`config.mk`:
```
export PLATFORM = sky130hd
export DESIGN_NAME = prod_accum
export DESIGN_NICKNAME = d
export VERILOG_FILES = /design/src/rtl/prod_accum_pkg.sv /design/src/rtl/prod_accum.sv
export SDC_FILE = /design/constraint.sdc
export NUM_CORES = 1
export LEC_CHECK = 0
export CORE_UTILIZATION = 46
export DETAILED_ROUTE_END_ITERATION = 12
export MAX_ROUTING_LAYER = met4
export PLACE_DENSITY = 0.82
export RECOVER_POWER = 50
export SETUP_SLACK_MARGIN = 0.05
export SLEW_MARGIN = 30
export SYNTH_ARGS = -nofsm -noshare
export SYNTH_HDL_FRONTEND = slang
export SYNTH_SLANG_ARGS = --single-unit
```
`constraint.sdc`:
```
create_clock -name clk -period 4.53 [get_ports clk]
set_clock_uncertainty 0.05 [all_clocks]
set_input_delay 0.906 -clock clk [delete_from_list [all_inputs] [get_ports clk]]
set_output_delay 0.906 -clock clk [all_outputs]
set_load 0.05 [all_outputs]
```
`src/rtl/prod_accum_pkg.sv`:
```
// Shared definitions for the product accumulator: state encoding and
// default sizing constants.
package prod_accum_pkg;

    // Controller states: collecting terms, or holding a finished result.
    typedef enum logic {
        ACCUM = 1'b0,
        DONE  = 1'b1
    } state_t;

    // Default number of products summed per result.
    localparam int unsigned N_DEFAULT     = 8;

    // Default signed accumulator / result width.
    localparam int unsigned ACC_W_DEFAULT = 12;

    // Width of the signed product arriving from the multiplier stage.
    localparam int unsigned PRODUCT_W     = 8;

endpackage

```
`src/rtl/prod_accum.sv`:
```
// Product accumulator: sums N signed 8-bit products into a signed ACC_W-bit
// result with a sticky overflow flag, then holds it under valid/ready
// handshake until consumed.
module prod_accum
    import prod_accum_pkg::*;
#(
    parameter int unsigned N     = N_DEFAULT,
    parameter int unsigned ACC_W = ACC_W_DEFAULT
) (
    input  logic                        clk,
    input  logic                        rst,
    input  logic                        in_valid,
    output logic                        in_ready,
    input  logic [PRODUCT_W-1:0]        product,
    input  logic                        clear,
    output logic                        out_valid,
    input  logic                        out_ready,
    output logic signed [ACC_W-1:0]     sum,
    output logic                        ovf
);

    // Counter is just wide enough to hold the value N.
    localparam int unsigned       CNT_W    = $clog2(N + 1);
    localparam logic [CNT_W-1:0]  CNT_LAST = CNT_W'(N - 1);
    localparam logic [CNT_W-1:0]  CNT_ONE  = CNT_W'(1);

    state_t                    state_q, state_d;
    logic signed [ACC_W-1:0]   sum_q,   sum_d;
    logic                      ovf_q,   ovf_d;
    logic [CNT_W-1:0]          cnt_q,   cnt_d;

    logic signed [ACC_W-1:0]   term;
    logic signed [ACC_W-1:0]   add_res;
    logic                      add_ovf;

    // Sign-extended term, wrapped sum and two's-complement overflow detect.
    always_comb begin
        term    = ACC_W'($signed(product));
        add_res = sum_q + term;
        add_ovf = (sum_q[ACC_W-1] == term[ACC_W-1]) &&
                  (add_res[ACC_W-1] != sum_q[ACC_W-1]);
    end

    // Next-state, datapath update and handshake outputs.
    always_comb begin
        state_d   = state_q;
        sum_d     = sum_q;
        ovf_d     = ovf_q;
        cnt_d     = cnt_q;
        in_ready  = 1'b0;
        out_valid = 1'b0;

        case (state_q)
            ACCUM: begin
                in_ready = ~clear;
                if (clear) begin
                    // A term offered alongside clear is dropped.
                    sum_d = '0;
                    ovf_d = 1'b0;
                    cnt_d = '0;
                end else if (in_valid) begin
                    sum_d = add_res;
                    ovf_d = ovf_q | add_ovf;
                    cnt_d = cnt_q + CNT_ONE;
                    if (cnt_q == CNT_LAST) begin
                        state_d = DONE;
                    end
                end
            end

            DONE: begin
                out_valid = 1'b1;
                // Result and flag hold until taken; clear has no effect here.
                if (out_ready) begin
                    sum_d   = '0;
                    ovf_d   = 1'b0;
                    cnt_d   = '0;
                    state_d = ACCUM;
                end
            end

            default: begin
                state_d = ACCUM;
            end
        endcase
    end

    // State and datapath registers with synchronous reset.
    always_ff @(posedge clk) begin
        if (rst) begin
            state_q <= ACCUM;
            sum_q   <= '0;
            ovf_q   <= 1'b0;
            cnt_q   <= '0;
        end else begin
            state_q <= state_d;
            sum_q   <= sum_d;
            ovf_q   <= ovf_d;
            cnt_q   <= cnt_d;
        end
    end

    assign sum = sum_q;
    assign ovf = ovf_q;

endmodule
```
Yosys cells after proc, flatten, opt, wreduce, memory -nomap -nowiden
Index checks and enable logic that the tools add are counted.
- register bits after elaboration: 18
- output and inout port bits: 15
- logic and storage cells: 35
- input port bits: 13
- $add $sub $neg: 2
- reduce and logical (&&, ||, !) cells: 2
- bitwise logic cells: 3
- equality and inequality tests: 5
- muxes and demuxes: 19
- operator list (operator ; number):
    two-way mux 12 bit ; 3
    one-hot mux 12 bit (2 select lines) ; 1
    adder 12 x 8 -> 12 bit ; 1
    two-way mux 4 bit ; 3
    two-way mux 1 bit ; 9
    one-hot mux 4 bit (2 select lines) ; 1
    adder 4 x 1 -> 4 bit, second input constant ; 1
    equality test 4 x 3 -> 1 bit, second input constant ; 1
    one-hot mux 1 bit (2 select lines) ; 2
    inequality test 3 bit, second input constant ; 1
    inequality test 2 bit, second input constant ; 1
    inverter 1 bit ; 2
    AND reduction 2 bit ; 1
    equality test 1 bit ; 1
    logical AND 1 bit ; 1
    inequality test 1 bit ; 1
    OR 1 bit ; 1

Longest topological paths before layout
Gate-level depths: netlist (run 1).
- depth after elaboration: 7
- gate-level depth with buffers: 8
- depth with buffers taken out: 8

Least setup slack after synthesis (run 1)
Ideal clock, no wire load.
- kind: input to register
- start point: in product[0]
- end point: reg sum_q[8], in the netlist sum[8]
- slack: 1.722 ns
- required time: 4.419 ns
- library setup time: 0.061 ns
- cell stages on the path: 8
- data arrival time: 2.697 ns
- path through: ha_1 > fa_1 > a21o_1 > a21o_1 > a211o_1 > a21oi_1 > mux2_2 > nand2_1
- cells in the longest elaborated chain, start to end: 4
- ends and longest elaborated chain (item ; line ; RTL):
    from (decl) ; prod_accum.sv:14 ; input logic [PRODUCT_W-1:0] product,
    adder 12 x 8 -> 12 bit ; prod_accum.sv:39 ; add_res = sum_q + term;
    two-way mux 12 bit ; prod_accum.sv:61 ; end else if (in_valid) begin
    two-way mux 12 bit ; prod_accum.sv:56 ; if (clear) begin
    one-hot mux 12 bit (2 select lines) ; prod_accum.sv:53 ; case (state_q)
    to (signal assigned) ; prod_accum.sv:97 ; sum_q <= sum_d;
    to (decl) ; prod_accum.sv:28 ; logic signed [ACC_W-1:0] sum_q, sum_d;
No other way between the ends. The select of a mux whose other input is x is not followed.
A chain may end at the register's enable or synchronous reset.

Worst setup path after layout (run 1)
- start point: in clear
- end point: out in_ready
- cells in the longest elaborated chain, start to end: 2
- ends and longest elaborated chain (item ; line ; RTL):
    from (decl) ; prod_accum.sv:15 ; input logic clear,
    inverter 1 bit ; prod_accum.sv:55 ; in_ready = ~clear;
    two-way mux 1 bit ; prod_accum.sv:53 ;
    to (decl) ; prod_accum.sv:13 ; output logic in_ready,
No other way between the ends.

==> metrics.yaml, run 1 <==
status: "finished clean"
cp_max_fo: 4
end_kind: "primary output"
static-leakage-power_nw: 0.688
netlist-cell-type-count: 42
grt_max_degree: 17
die_area_um2: 2890
grt_overflow: 0
die_h_um: 53.8
synthCells: 139
die_w_um: 53.8
seqCellArea_um2: 360
hold_violations: 0
drv_slew: 0
floorplan.rows: 18
clk_pin_slew_ps: 110
antenna_found_initial: 0
area_delta_synth_final_pct: 26.9
hold_buffers: 0
layout-drive-gt1-share: 0.0536
vias: 1183
dp.final_hpwl_um: 2200
grt_pass1_wl_um: 4820
cts_tree: "yes"
grt_pass1_vias: 1107
drv_cap: 0
crit_slowest_cell: "clkdlybuf4s50_1"
synthTopCellsByArea: "dfxtp_1 (29%), ha_1 (12%), nor2_1 (5.8%)"
place_congestion: 0.853
final.setup.tns_ps: 0
yosysTopAreaCellShare: 0.292
syn_nets: 165
worst_ep_arrival_time_ps: 2540
drt_iter0_drc: 19
vdd_drop_max_uv: 169
holdCritPathClass: "reg2reg"
fmax_ghz: 0.286
path_class: "in2out"
postCtsResizedCells: 0
yosys.area.top_type: "dfxtp_1"
avgViaCountPerCell: 5.97
num-fill-cells: 224
powerDensity_nw_per_um2: 250
port_buffers: 27
coreArea_um2: 2500
drc: 0
antenna_left: 0
fin_nets: 195
max_slew_margin: 0.0695
avgSynthCellArea_um2: 8.88
finalCriticalPeriod_ps: 3500
h-tree-depth: 1
crit_path_start_kind: "primary input"
slowest_delay_ps: 840
path_cells: "dlygate4sd3_1 > nor2_1 > clkdlybuf4s50_1"
cts_sinks: 18
drt_pre_antenna_iters: 6
multiInputGateArea_um2: 857
routedWlPerCell_um: 15.0
worst_slack_ps: 1030
clock_latency_ps: 310
yosys_warnings: 0
cts_buffers: 3
final_area_um2: 1570
post-place-ws_ps: 1140
post_cts_buffers: 0
ys_ff_latch: 18
cts-root-buf: "clkbuf_4"
worstPathRequired_ps: 3570
worst_pin_slew_ps: 1380
diodes: 0
io_pins: 28
fin_crit_sh: 0.772
start_util: 0.493
place_area_um2: 1530
grt_usage: 0.240
yosysSeqAreaShare: 0.292
fin_util: 0.626
holdWs_ps: 420
rsz0062_at_grt: "no"
routed_wl_um: 2960
setup_violations: 0
netlist_area_um2: 1230
clock_path_buffers: 2
cell usage after synthesis:
library cell / instances
nand3_1: 3
nor3b_1: 2
or2_2: 1
mux2i_1: 3
a22oi_1: 7
and2_1: 3
a311oi_2: 1
nand2_1: 8
and3_2: 1
nand3b_1: 2
nand4_1: 2
and3_1: 1
o31a_1: 2
a31o_1: 1
xnor2_1: 3
mux2_2: 1
fa_1: 1
o21ba_1: 1
a31oi_2: 1
a221oi_1: 1
o2bb2ai_1: 1
a211oi_1: 1
or3_1: 1
xor2_1: 4
a21o_1: 7
a31oi_1: 2
nor2_1: 19
dfxtp_1: 18
nand2b_1: 2
clkbuf_1: 2
inv_1: 1
a21boi_1: 1
a21oi_1: 8
ha_1: 12
nor4b_1: 2
o21a_1: 3
a211o_1: 3
o31ai_2: 1
nand4b_1: 1
a21boi_0: 1
a22o_1: 1
o21ai_0: 3
per-layer routing:
metal  GRT usage  up-vias  wire length, um
met5           -        -                0
met4      0.0965        0               42
li1            -      586                -
met2       0.393       37             1370
met3      0.0424        5              120
met1       0.288      555             1430
cell type report:
cell class	instances	area share
tap	30	0.0240
inverter	1	0.00240
clock buffer	4	0.0232
sequential	18	0.230
timing repair buffer	27	0.173
multi-input combinational	118	0.548
metrics by stage:
stage               instances  power (W)
CTS                       198   0.000396
global placement          194   0.000287
finish                    198   0.000392
global route              198   0.000413
floorplan                 139   0.000253
detailed placement        194   0.000290
power breakdown:
part	internal (W)	switching [W]
clock	0.0000491	0.0000559
combinational	0.0000490	0.0000672
sequential	0.000165	0.00000590
cells in the final DEF, fill, tap and decap left out, types with 2 or more instances in the layout:
cell type | Yosys | final
nand2b_1 | 2 | 2
xor2_1 | 4 | 4
and2_1 | 3 | 2
nor4b_1 | 2 | 2
nor2_1 | 19 | 19
a22oi_1 | 7 | 7
clkbuf_4 | 0 | 3
xnor2_1 | 3 | 3
a21oi_1 | 8 | 8
nand3_1 | 3 | 3
dfxtp_1 | 18 | 18
clkdlybuf4s50_1 | 0 | 20
dlygate4sd3_1 | 0 | 7
ha_1 | 12 | 12
nand4_1 | 2 | 2
nand3b_1 | 2 | 2
o21ai_0 | 3 | 3
o21a_1 | 3 | 3
a21o_1 | 7 | 7
nor3b_1 | 2 | 2
a31oi_1 | 2 | 2
o31a_1 | 2 | 2
nand2_1 | 8 | 8
mux2i_1 | 3 | 3
a211o_1 | 3 | 3
logic make-up (layout without fill, tap and decap cells):
logic type / Yosys count / count (layout) / share of synthesized area
and+or+nand+nor: 48 / 48 / 0.197
AOI/OAI and AO/OA: 46 / 46 / 0.281
DFF: 18 / 18 / 0.292
adders and majority gates: 13 / 13 / 0.138
xor gates and xnor gates: 7 / 7 / 0.0497
muxes: 4 / 4 / 0.0335
buffers and inverters: 3 / 32 / 0.00913
flip-flops by register name (all words and copies together) (netlist names):
signal / count
cnt_q: 4
state_q: 1
sum: 12
ovf: 1
worst max-delay path: cells and delay by family:
family,cells,cell delay [ps]
buffers and inverters,2,1430
and+or+nand+nor,1,200
worst paths after layout:
kind                                 end  depth (start not counted)  slack [ps]  startpoint
worst min register to register       ovf                          2         420         ovf
worst max-delay path            in_ready                          3        1030       clear
worst max register to register    sum[8]                          8        2200      sum[0]
worst min-delay path                 ovf                          2         420         ovf
Power figures use the tool's default switching activity.
==> run 2, diff against run 1 <==
==> constraint.sdc (replaced) <==
create_clock -name clk -period 3.6 [get_ports clk]
set_clock_uncertainty 0.05 [all_clocks]
set_input_delay 0.72 -clock clk [delete_from_list [all_inputs] [get_ports clk]]
set_output_delay 0.72 -clock clk [all_outputs]
set_load 0.05 [all_outputs]
==> run 2 against run 1 <==
Effect of this change:
- routed wire length up 7.9%
- via count up 2.3%
- combinational power up 28%
- critical path depth unchanged
- critical endpoint unchanged
- power up 27%
- sequential share of layout area unchanged
- largest power group unchanged
- setup slack worse by 570 ps
==> metrics.yaml, run 2 (synthesized netlist as in run 1, its figures left out) <==
avgViaCountPerCell: 6.11  # +2.3%
vias: 1210  # +2.3%
die_area_um2: 2890  # unchanged
num-fill-cells: 229  # +2.2%
rrSetupSlack_ps: 1260  # -940 ps
largest_reg_flops: 12  # unchanged
drv_cap: 0  # unchanged
place_congestion: 0.903  # +5.9%
crit_path_start_kind: "primary input"
max_slew_margin: 0.0396  # -0.0299
diodes: 0  # unchanged
grt_overflow: 0  # unchanged
vdd_drop_max_uv: 227  # +34%
io_pins: 28  # unchanged
routedWlPerCell_um: 16.1  # +7.9%
drt_pre_antenna_iters: 4  # -2
fin_util: 0.626  # unchanged
port_buffers: 27  # unchanged
crit_slowest_cell: "clkdlybuf4s50_1"
status: "finished clean"
post_cts_buffers: 0  # unchanged
multiInputGateArea_um2: 857  # unchanged
clk_pin_slew_ps: 110  # about the same
grt_usage: 0.247  # +0.00697
cp_max_fo: 4  # unchanged
setup_violations: 0  # unchanged
path_cells: "dlygate4sd3_1 > nor2_1 > clkdlybuf4s50_1"
routed_wl_um: 3200  # +7.9%
end_kind: "primary output"
postCtsResizedCells: 0  # unchanged
worst_ep_arrival_time_ps: 2370  # -170 ps
coreArea_um2: 2500  # unchanged
worst_pin_slew_ps: 1430  # +44.4 ps
place_area_um2: 1530  # unchanged
dp.final_hpwl_um: 2360  # +7.3%
cts_sinks: 18  # unchanged
area_delta_synth_final_pct: 26.9  # unchanged
cts-root-buf: "clkbuf_4"
layout-drive-gt1-share: 0.0536  # unchanged
worstPathRequired_ps: 2830  # -740 ps
cts_buffers: 3  # unchanged
cts_tree: "yes"
start_util: 0.493  # unchanged
rsz0062_at_grt: "no"
grt_max_degree: 17  # unchanged
drv_slew: 0  # unchanged
fin_crit_sh: 0.872
clock_path_buffers: 2  # unchanged
static-leakage-power_nw: 0.691  # +0.42%
drt_iter0_drc: 28  # +9
total_power_w: 0.000498  # +27%
final.setup.tns_ps: 0  # unchanged
powerDensity_nw_per_um2: 318  # +27%
drc: 0  # unchanged
path_class: "in2out"
hold_buffers: 0  # unchanged
fin_nets: 195  # unchanged
clock_latency_ps: 310  # about the same
seqCellArea_um2: 360  # unchanged
grt_pass1_vias: 1130  # +2.1%
holdCritPathClass: "reg2reg"
grt_pass1_wl_um: 4920  # +2.1%
h-tree-depth: 1  # unchanged
final_area_um2: 1570  # unchanged
hold_violations: 0  # unchanged
floorplan.rows: 18  # unchanged
fmax_ghz: 0.319
antenna_left: 0  # unchanged
die_h_um: 53.8  # unchanged
die_w_um: 53.8  # unchanged
finalCriticalPeriod_ps: 3140
slowest_delay_ps: 840  # about the same
antenna_found_initial: 0  # unchanged
final_cell_mix: "nor2_1 (19), clkdlybuf4s50_1 (19), dfxtp_1 (18)"
==> run 2: cell count changes in the layout (fill, tap and decap cells not counted) <==
cell             change
dlygate4sd3_1        +1
clkdlybuf4s50_1      -1
==> run 2: critical path, delay by kind of cell <==
| kind | cells | cell delay (ps) |
|---|---|---|
| simple gates | 1 | 220 |
| buf+inv | 2 | 1430 |
==> run 2: worst paths after layout <==
check / startpoint / endpoint / cells after the start
setup / recovery: clear / in_ready / 3
hold / removal: ovf / ovf / 2
setup reg to reg: sum[0] / sum[8] / 8
hold reg to reg: ovf / ovf / 2
==> run 2: metrics by stage <==
step,cells,hold WS [ps],setup slack (ps)
floorplan,139,411,978
global placement,194,401,500
detailed placement,194,404,428
CTS,198,426,584
global route,198,453,430
finish,198,414,461
==> run 2: area by class of cell <==
class | instances | share of cell area
clock buffer | 4 | 0.0232
multi-input combinational | 118 | 0.548
inverter | 1 | 0.00240
sequential | 18 | 0.230
tap | 30 | 0.0240
timing repair buffer | 27 | 0.173
==> run 2: power by group <==
group,switching (W),leakage [nW],internal [W]
combinational,0.0000862,0.523,0.0000616
clock,0.0000733,0.0210,0.0000619
sequential,0.00000773,0.146,0.000207
==> run 2: metal layers <==
layer | global-route usage | wire length (um)
met2 | 0.405 | 1560
met5 | - | 0
met4 | 0.127 | 65
met3 | 0.0480 | 206
met1 | 0.282 | 1360
